==> src/rtl/ahb_write_master.sv <==
// AHB-Lite write/read master: buffers commands in a FIFO and issues pipelined AHB transfers.
// Optional wait-state timeout is compiled in with `define AHB_WRITE_MASTER_TIMEOUT_EN.
module ahb_write_master #(
  parameter int FIFO_DEPTH  = 4,
  parameter int TIMEOUT_CYC = 16
) (
  input  logic        HCLK,
  input  logic        RESET,
  input  logic        cmd_valid,
  output logic        cmd_ready,
  input  logic        cmd_write,
  input  logic [6:0]  cmd_addr,
  input  logic [31:0] cmd_wdata,
  output logic        HSEL,
  output logic [6:0]  HADDR,
  output logic        HWRITE,
  output logic [31:0] HWDATA,
  output logic        HREADY,
  input  logic        HREADYOUT,
  input  logic [31:0] HRDATA,
  output logic        rsp_valid,
  output logic [31:0] rsp_rdata,
  output logic        busy,
  output logic        err
);

  localparam int AW = $clog2(FIFO_DEPTH);

  if (FIFO_DEPTH < 2 || FIFO_DEPTH > 16 || (FIFO_DEPTH & (FIFO_DEPTH - 1)) != 0 ||
      TIMEOUT_CYC < 1) begin : g_bad_params
    $error("ahb_write_master: unsupported parameter values");
  end

  typedef enum logic [1:0] {IDLE, ADDR, ADDR_DATA, DATA} state_t;

  state_t        state_reg, state_next;
  logic [39:0]   mem [FIFO_DEPTH];
  logic [AW-1:0] wr_ptr_reg, rd_ptr_reg;
  logic [AW:0]   count_reg;
  logic [39:0]   head;
  logic          full, empty;
  logic          hsel, dphase, pop, push, addr_next, data_next, timeout;
  logic [6:0]    haddr_reg;
  logic          hwrite_reg;
  logic [31:0]   addr_wdata_reg;
  logic          data_write_reg;
  logic [31:0]   hwdata_reg;
  logic          rsp_valid_reg;
  logic [31:0]   rsp_rdata_reg;

  assign full  = (count_reg == (AW+1)'(FIFO_DEPTH));
  assign empty = (count_reg == '0);
  assign head  = mem[rd_ptr_reg];

  always_ff @(posedge HCLK or posedge RESET) begin
    if (RESET) state_reg <= IDLE;
    else       state_reg <= state_next;
  end

  always_comb begin
    state_next = state_reg;
    if (timeout) begin
      state_next = IDLE;
    end else begin
      case ({addr_next, data_next})
        2'b00:   state_next = IDLE;
        2'b10:   state_next = ADDR;
        2'b11:   state_next = ADDR_DATA;
        default: state_next = DATA;
      endcase
    end
  end

  // Address acceptance and data completion share HREADYOUT, so one edge moves the whole pipe.
  always_comb begin
    hsel      = (state_reg == ADDR) || (state_reg == ADDR_DATA);
    dphase    = (state_reg == DATA) || (state_reg == ADDR_DATA);
    pop       = !empty && (!hsel || HREADYOUT) && !timeout;
    push      = cmd_valid && (!full || pop) && !timeout;
    addr_next = pop || (hsel && !HREADYOUT);
    data_next = HREADYOUT ? hsel : dphase;
  end

  always_ff @(posedge HCLK) begin
    if (push) mem[wr_ptr_reg] <= {cmd_write, cmd_addr, cmd_wdata};
  end

  always_ff @(posedge HCLK or posedge RESET) begin
    if (RESET) begin
      wr_ptr_reg     <= '0;
      rd_ptr_reg     <= '0;
      count_reg      <= '0;
      haddr_reg      <= '0;
      hwrite_reg     <= 1'b0;
      addr_wdata_reg <= '0;
      data_write_reg <= 1'b0;
      hwdata_reg     <= '0;
      rsp_valid_reg  <= 1'b0;
      rsp_rdata_reg  <= '0;
    end else begin
      rsp_valid_reg <= dphase && HREADYOUT && !data_write_reg;
      if (dphase && HREADYOUT && !data_write_reg) rsp_rdata_reg <= HRDATA;
      if (hsel && HREADYOUT) begin
        data_write_reg <= hwrite_reg;
        if (hwrite_reg) hwdata_reg <= addr_wdata_reg;
      end
      if (pop) begin
        hwrite_reg     <= head[39];
        haddr_reg      <= head[38:32];
        addr_wdata_reg <= head[31:0];
        rd_ptr_reg     <= rd_ptr_reg + AW'(1);
      end
      if (push) wr_ptr_reg <= wr_ptr_reg + AW'(1);
      if (timeout) begin
        rd_ptr_reg <= wr_ptr_reg;
        count_reg  <= '0;
      end else begin
        count_reg <= count_reg + (AW+1)'(push) - (AW+1)'(pop);
      end
    end
  end

`ifdef AHB_WRITE_MASTER_TIMEOUT_EN
  localparam int TW = $clog2(TIMEOUT_CYC + 1);
  logic [TW-1:0] tcnt_reg;
  logic          err_reg;

  assign timeout = dphase && !HREADYOUT && (tcnt_reg == TW'(TIMEOUT_CYC - 1));

  always_ff @(posedge HCLK or posedge RESET) begin
    if (RESET) begin
      tcnt_reg <= '0;
      err_reg  <= 1'b0;
    end else begin
      err_reg <= timeout;
      if (dphase && !HREADYOUT) tcnt_reg <= timeout ? '0 : tcnt_reg + TW'(1);
      else                      tcnt_reg <= '0;
    end
  end

  assign err = err_reg;
`else
  assign timeout = 1'b0;
  assign err     = 1'b0;
`endif

  assign cmd_ready = !full;
  assign HSEL      = hsel;
  assign HADDR     = haddr_reg;
  assign HWRITE    = hwrite_reg;
  assign HWDATA    = hwdata_reg;
  assign HREADY    = HREADYOUT;
  assign rsp_valid = rsp_valid_reg;
  assign rsp_rdata = rsp_rdata_reg;
  assign busy      = !empty || (state_reg != IDLE);

endmodule
==> config.mk <==
export PLATFORM = sky130hd
export DESIGN_NAME = ahb_write_master
export DESIGN_NICKNAME = d
export VERILOG_FILES = /design/src/rtl/ahb_write_master.sv
export SDC_FILE = /design/constraint.sdc
export NUM_CORES = 1
export LEC_CHECK = 0
export BUFFER_PORTS_ARGS = -buffer_cell sky130_fd_sc_hd__buf_2
export CAP_MARGIN = 10
export CORE_UTILIZATION = 50
export CTS_CLUSTER_DIAMETER = 120
export CTS_CLUSTER_SIZE = 20
export DETAILED_ROUTE_END_ITERATION = 10
export GPL_TIMING_DRIVEN = 0
export PLACE_DENSITY_LB_ADDON = 0.15
export SLEW_MARGIN = 25
export SYNTH_ARGS = -nofsm -noshare
export SYNTH_HDL_FRONTEND = slang
export SYNTH_SLANG_ARGS = --single-unit
export TNS_END_PERCENT = 20
==> constraint.sdc <==
create_clock -name HCLK -period 3.9 [get_ports HCLK]
set_input_delay 0.39 -clock HCLK [delete_from_list [all_inputs] [get_ports HCLK]]
set_output_delay 0.39 -clock HCLK [all_outputs]
set_load 0.02 [all_outputs]
==> results of run 1 <==
[path summary, 6_finish.rpt]
| path | startpoint | to | slack [ns] | cells past startpoint |
|---|---|---|---|---|
| max | state_reg[0]$_DFF_PP0_ | count_reg[2]$_DFF_PP0_ | 1.17 | 10 |
| min | cmd_wdata[26] | mem[3][26]$_DFFE_PP_ | 0.1 | 1 |
| max reg2reg | state_reg[0]$_DFF_PP0_ | count_reg[2]$_DFF_PP0_ | 1.17 | 10 |
| min reg2reg | HWDATA[5]$_DFFE_PP0P_ | HWDATA[5]$_DFFE_PP0P_ | 0.50 | 1 |
| max in group asynchronous | RESET | addr_wdata_reg[18]$_DFFE_PP0P_ | 2.74 | 4 |
| min in group asynchronous | RESET | HADDR[5]$_DFFE_PP0P_ | 0.45 | 3 |
[routing by layer]
metal	vias up	wire (um)	global-route usage, %
met3	26	1130	4.42
met2	148	9150	31.3
met4	4	327	4.21
li1	2226	-	-
met5	-	24	0
met1	2498	7560	23.3
[worst register-to-register path: stages, from the launching register on]
cell	delay, ns
dfrtp_1	0.36
inv_1	0.07
ha_1	0.37
a21oi_2	0.36
buf_2	0.36
ha_1	0.18
inv_1	0.04
ha_1	0.18
fa_1	0.38
xnor2_1	0.21
xnor2_1	0.15
[what timing repair did]
action,CTS,global route
hold buffers,1,0
buffers inserted,0,0
endpoints found under the hold margin,40,0
[Yosys cell counts]
library cell	instances	share of area [%]
edfxtp_1	160	47
dfrtp_1	115	28
mux2_2	104	11
mux4_2	40	8.8
inv_1	11	0.40
buf_2	9	0.44
ha_1	9	1.1
buf_4	5	0.37
buf_6	5	0.55
and2_1	4	0.24
nand2_1	3	0.11
xnor2_1	3	0.26
xor2_1	3	0.26
buf_1	2	0.073
a21oi_1	1	0.049
a21oi_2	1	0.085
and3b_1	1	0.085
clkbuf_1	1	0.036
conb_1	1	0.036
fa_1	1	0.19
mux2_4	1	0.15
nand2b_1	1	0.061
nand3_1	1	0.049
nor2_1	1	0.036
nor3_1	1	0.049
nor3_2	1	0.097
nor3_4	1	0.16
o21a_1	1	0.073
o21ai_0	1	0.049
or3b_1	1	0.085
[report_power, final]
group	internal, mW	switching [mW]
logic	1.78	1.90
registers	4.10	0.371
clock network	0.826	0.900
[layout make-up]
type	instances	area [um2]	share of cell area, %
flip-flops and latches	275	7680	64.3
multi-input cells	181	2410	20.2
repair buffers	156	838	7.02
clock buffers	27	463	3.88
well taps	270	338	2.83
plain buffers	22	150	1.26
inverters	11	46.3	0.388
clock inverters	2	16.3	0.136
[through the flow]
stage,cells,cell area (um2)
5_1_grt,944,11900
4_1_cts,944,11900
6_report,944,11900
3_3_place_gp,911,11400
3_5_place_dp,914,11500
2_1_floorplan,489,10300
[kinds of logic (layout without fill, tap and decap cells)]
family	after synthesis	count (layout)	share of synthesized area [%]
compound gates	4	4	0.256
xor+xnor	6	6	0.511
fa+ha+maj	10	10	1.29
buf+inv	33	218	1.86
flops	275	275	74.8
mux	145	145	20.3
other cells	1	1	0.0365
simple gates	15	15	0.974
==> impl_metrics.tcl, run 1 <==
set metrics [dict create \
    io_pins 154 \
    setup_total_negative_slack_ns 0 \
    drt_iter0_drc 194 \
    crit_buf_inv 3 \
    syn-cell-area_um2 10300 \
    ys_seq_elements 275 \
    hpwl_um 11500 \
    ys.warnings.count 0 \
    timing.final.crit_period_ns 2.73 \
    critPathMostFrequentCell "ha_1" \
    port_buffers 152 \
    cts.htree.levels 1 \
    placement.setup.worst_slack_ns 1.17 \
    vias 4902 \
    synth_area_per_cell_um2 21.0 \
    clock-skew-final_ns 0.0188 \
    fin_total_pwr_mw 9.87 \
    maxCapViolations 0 \
    slew_viol_final 0 \
    syn_to_final_growth_pct 16.3 \
    report.final.hold_viol_count 0 \
    mostFrequentLayoutCell "buf_2" \
    cts_max_path_buffers 3 \
    clock_tree_from_tritoncts "built" \
    synth.net_count 575 \
    syn-instance-count 489 \
    worst_slew_pin_slew_ns 0.697 \
    crit_arrival_ns 3.15 \
    finalHoldWorstSlack_ns 0.0976 \
    critical_path.endpoint_type "flip-flop" \
    slew_headroom_pct 53.5 \
    largest_register_ffs 160 \
    slowest_stage "fa_1" \
    design.core.area_um2 20200 \
    worst_slack_ns 1.17 \
    drc 0 \
    final-setup-viol-count 0 \
    placement_rows 52 \
    critPathMaxStageDelay_ns 0.38 \
    cp-start-kind "flip-flop" \
    crit_required_ns 4.32 \
    final_util_pct 59.2 \
    start_util_pct 50.9 \
    layout-drive-gt1-share_pct 51.3 \
    global_route.usage.total_pct 18.1 \
    worstSkewPairLatency_ns 0.50 \
    worstHoldPathType "primary input to flip-flop" \
    cts.root.buffer_cell "clkbuf_16" \
    outcome "completed" \
    drt_pre_antenna_iters 6 \
    power_per_cell_area_nw_per_um2 826 \
    tritoncts.num_buffers 17 \
    diodes 0 \
    crit_path_max_delay_family "adder cells" \
    max_clock_freq_mhz 366 \
    crit_path_cell_trace "inv_1, ha_1, a21oi_2, buf_2, ha_1, inv_1, ha_1, fa_1, xnor2_1, xnor2_1" \
    synth.distinct_cells 30 \
    floorplan.die.width_um 145 \
    count_of_instances_resized_after_the_clock_tree_is_built 0 \
    cts.sinks 275 \
    grt_first_pass_wirelength_um 29300 \
    cp_max_fo 10 \
    leakage_nw 4.66 \
    rsz_0062_raised_after_global_routing "false" \
    design.die.area_um2 21100 \
    share_of_synthesized_area_occupied_by_flip_flops_and_latches_pct 74.8 \
    grt_total_ovfl 0 \
    first_global_vias 5337 \
    route.antenna.remaining_nets 0 \
    route.detailed.wl_per_inst_um 19.3 \
    most-common-layout-cells "buf_2 (161), edfxtp_1 (160), dfrtp_1 (115)" \
    layout.filler_cells 1538 \
    fin_nets 750 \
    setup.worst_path.class "flip-flop to flip-flop" \
    max-vdd-ir-drop_uv 474 \
    period_share_pct 70.0 \
    chipHeight_um 145 \
    grt_start_max_net_pins 76 \
    clkTransAtPathRegs_ns 0.09 \
    antenna_violations_before_repair 2 \
    top_register "mem" \
    gp_congestion 0.811 \
    routed_wl_um 18200 \
    route.detailed.vias_per_inst 5.19 \
]
(Power assumes the default switching activity.)
==> run 2, diff against run 1 <==
==> constraint.sdc (replaced) <==
create_clock -name HCLK -period 2.6 [get_ports HCLK]
set_input_delay 0.26 -clock HCLK [delete_from_list [all_inputs] [get_ports HCLK]]
set_output_delay 0.26 -clock HCLK [all_outputs]
set_load 0.02 [all_outputs]
==> run 2 against run 1 <==
Worst hold slack got worse by 0.070 ns; via count rose by 5.8%; clock power rose by 49%; first-iteration DRC count rose by 13%; critical path type unchanged; highest routed layer is now met4.
==> impl_metrics.tcl, run 2 (synthesized netlist as in run 1, its figures left out) <==
set metrics [dict create \
    outcome "completed" \
    drt_pre_antenna_iters 4 \
    maxCapViolations 0 \
    crit_path_cell_trace "inv_1, ha_2, a21oi_4, buf_6, ha_1, inv_1, ha_1, fa_1, xnor2_2, xnor2_1" \
    crit_path_max_delay_family "adder cells" \
    slowest_stage "fa_1" \
    hpwl_um 11600 \
    numPlacedInstances 915 \
    slew_headroom_pct 52.8 \
    fin_nets 820 \
    gp_congestion 0.794 \
    worstSkewPairLatency_ns 0.50 \
    routed_wl_um 18800 \
    layout.filler_cells 1434 \
    most-common-layout-cells "buf_2 (160), edfxtp_1 (160), dfrtp_1 (115)" \
    crit_arrival_ns 2.82 \
    final_util_pct 62.9 \
    period_share_pct 94.1 \
    grt_start_max_net_pins 41 \
    clock-skew-final_ns 0.0186 \
    critical_path.endpoint_type "flip-flop" \
    floorplan.die.width_um 145 \
    first_global_vias 5672 \
    worstHoldPathType "primary input to flip-flop" \
    power_per_cell_area_nw_per_um2 1180 \
    drt_iter0_drc 219 \
    final-instance-count-excl-fill 1014 \
    timing.final.crit_period_ns 2.45 \
    port_buffers 152 \
    io_pins 154 \
    grt_total_ovfl 0 \
    drc 0 \
    worst_slew_pin_slew_ns 0.708 \
    placement.setup.worst_slack_ns -0.137 \
    fin_total_pwr_mw 15.0 \
    design.core.area_um2 20200 \
    worst_slack_ns 0.153 \
    placement_rows 52 \
    rsz_0062_raised_after_global_routing "false" \
    max_clock_freq_mhz 409 \
    route.detailed.wl_per_inst_um 18.5 \
    setup.worst_path.class "flip-flop to flip-flop" \
    cts.sinks 275 \
    grt_first_pass_wirelength_um 30200 \
    chipHeight_um 145 \
    max-vdd-ir-drop_uv 660 \
    largest_register_ffs 160 \
    antenna_violations_before_repair 0 \
    post_cts.repair.setup_buffers 0 \
    cts.htree.levels 1 \
    cts.root.buffer_cell "clkbuf_16" \
    clkTransAtPathRegs_ns 0.08 \
    start_util_pct 50.9 \
    routedLengthMet1_um 7950 \
    vias 5185 \
    clock_tree_from_tritoncts "built" \
    crit_required_ns 2.97 \
    cp-start-kind "flip-flop" \
    leakage_nw 4.97 \
    maxUsedRoutingLayer "met4" \
    cts_max_path_buffers 3 \
    cp_max_fo 10 \
    tritoncts.num_buffers 17 \
    met3RoutedLength_um 906 \
    slew_viol_final 0 \
    crit_buf_inv 3 \
    route.antenna.remaining_nets 0 \
    syn_to_final_growth_pct 23.5 \
    global_route.usage.total_pct 18.5 \
    design.die.area_um2 21100 \
    layout-drive-gt1-share_pct 47.2 \
    dpl_cell_area_um2 11500 \
    metal2_wl_um 9570 \
    report.final.hold_viol_count 0 \
    diodes 0 \
    critPathMaxStageDelay_ns 0.40 \
    final-setup-viol-count 0 \
    top_register "mem" \
    final_design_area_no_fill_um2 12700 \
    route.detailed.vias_per_inst 5.11 \
]
## run 2: changes by cell type in the layout (fill, tap and decap cells not counted), sizes merged
cell and change:
inv -1, buf +1, clkinvlp +1, dlygate4sd3 +69
## run 2: worst paths after layout
path	to	slack, ns	from	depth (start not counted)
max in group asynchronous	HWDATA[6]$_DFFE_PP0P_	1.71	RESET	5
worst max-delay path	count_reg[2]$_DFF_PP0_	0.15	state_reg[0]$_DFF_PP0_	10
worst min-delay path	rsp_rdata[8]$_DFFE_PP0P_	0.03	HRDATA[8]	2
worst min register to register	HWDATA[6]$_DFFE_PP0P_	0.50	HWDATA[6]$_DFFE_PP0P_	1
min in group asynchronous	rsp_rdata[5]$_DFFE_PP0P_	0.24	RESET	3
worst max register to register	count_reg[2]$_DFF_PP0_	0.15	state_reg[0]$_DFF_PP0_	10
## run 2: layer usage
layer  vias up  GRT usage [%]
met5         -              0
met4         0           4.37
met3        18           3.32
met2       136           32.8
met1      2670           23.8
li1       2361              -
## run 2: worst register-to-register path: cells and delay by family (launching register included)
kind                     cells  cell delay (ns)
buffers and inverters        3             0.35
flip-flops                   1             0.39
AO/OA/AOI/OAI                1             0.26
XOR/XNOR                     2             0.28
adder cells (fa/ha/maj)      4             1.07
## run 2: area by class of cell
cell class                      count  area, um2  area share (%)
Sequential cell                   275       7680            60.5
Multi-Input combinational cell    181       2440            19.3
Timing Repair Buffer              226       1550            12.2
Clock buffer                       27        463            3.65
Tap cell                          270        338            2.66
Buffer                             22        156            1.23
Inverter                           11       45.0           0.355
Clock inverter                      2       16.3           0.128
## run 2: per-stage QoR
stage                     TNS, ns  hold WS, ns
after floorplan                 0        0.359
after global placement    -130.61        0.468
after detailed placement   -0.137        0.194
after CTS                       0     0.000715
after global routing            0      0.00878
final                           0       0.0275
## run 2: what timing repair did
action / 4_1_cts / 5_1_grt
pin swaps: 0 / 2
endpoints found under the hold margin: 248 / 1
gates resized for setup: 3 / 5
setup endpoints to repair: 1 / 1
hold buffers: 69 / 1
## run 2: power by group
group	total (mW)	switching, mW	internal [mW]	leakage [nW]
Sequential	6.72	0.564	6.15	2.82
Combinational	5.66	2.91	2.76	1.93
Clock	2.58	1.34	1.24	0.226
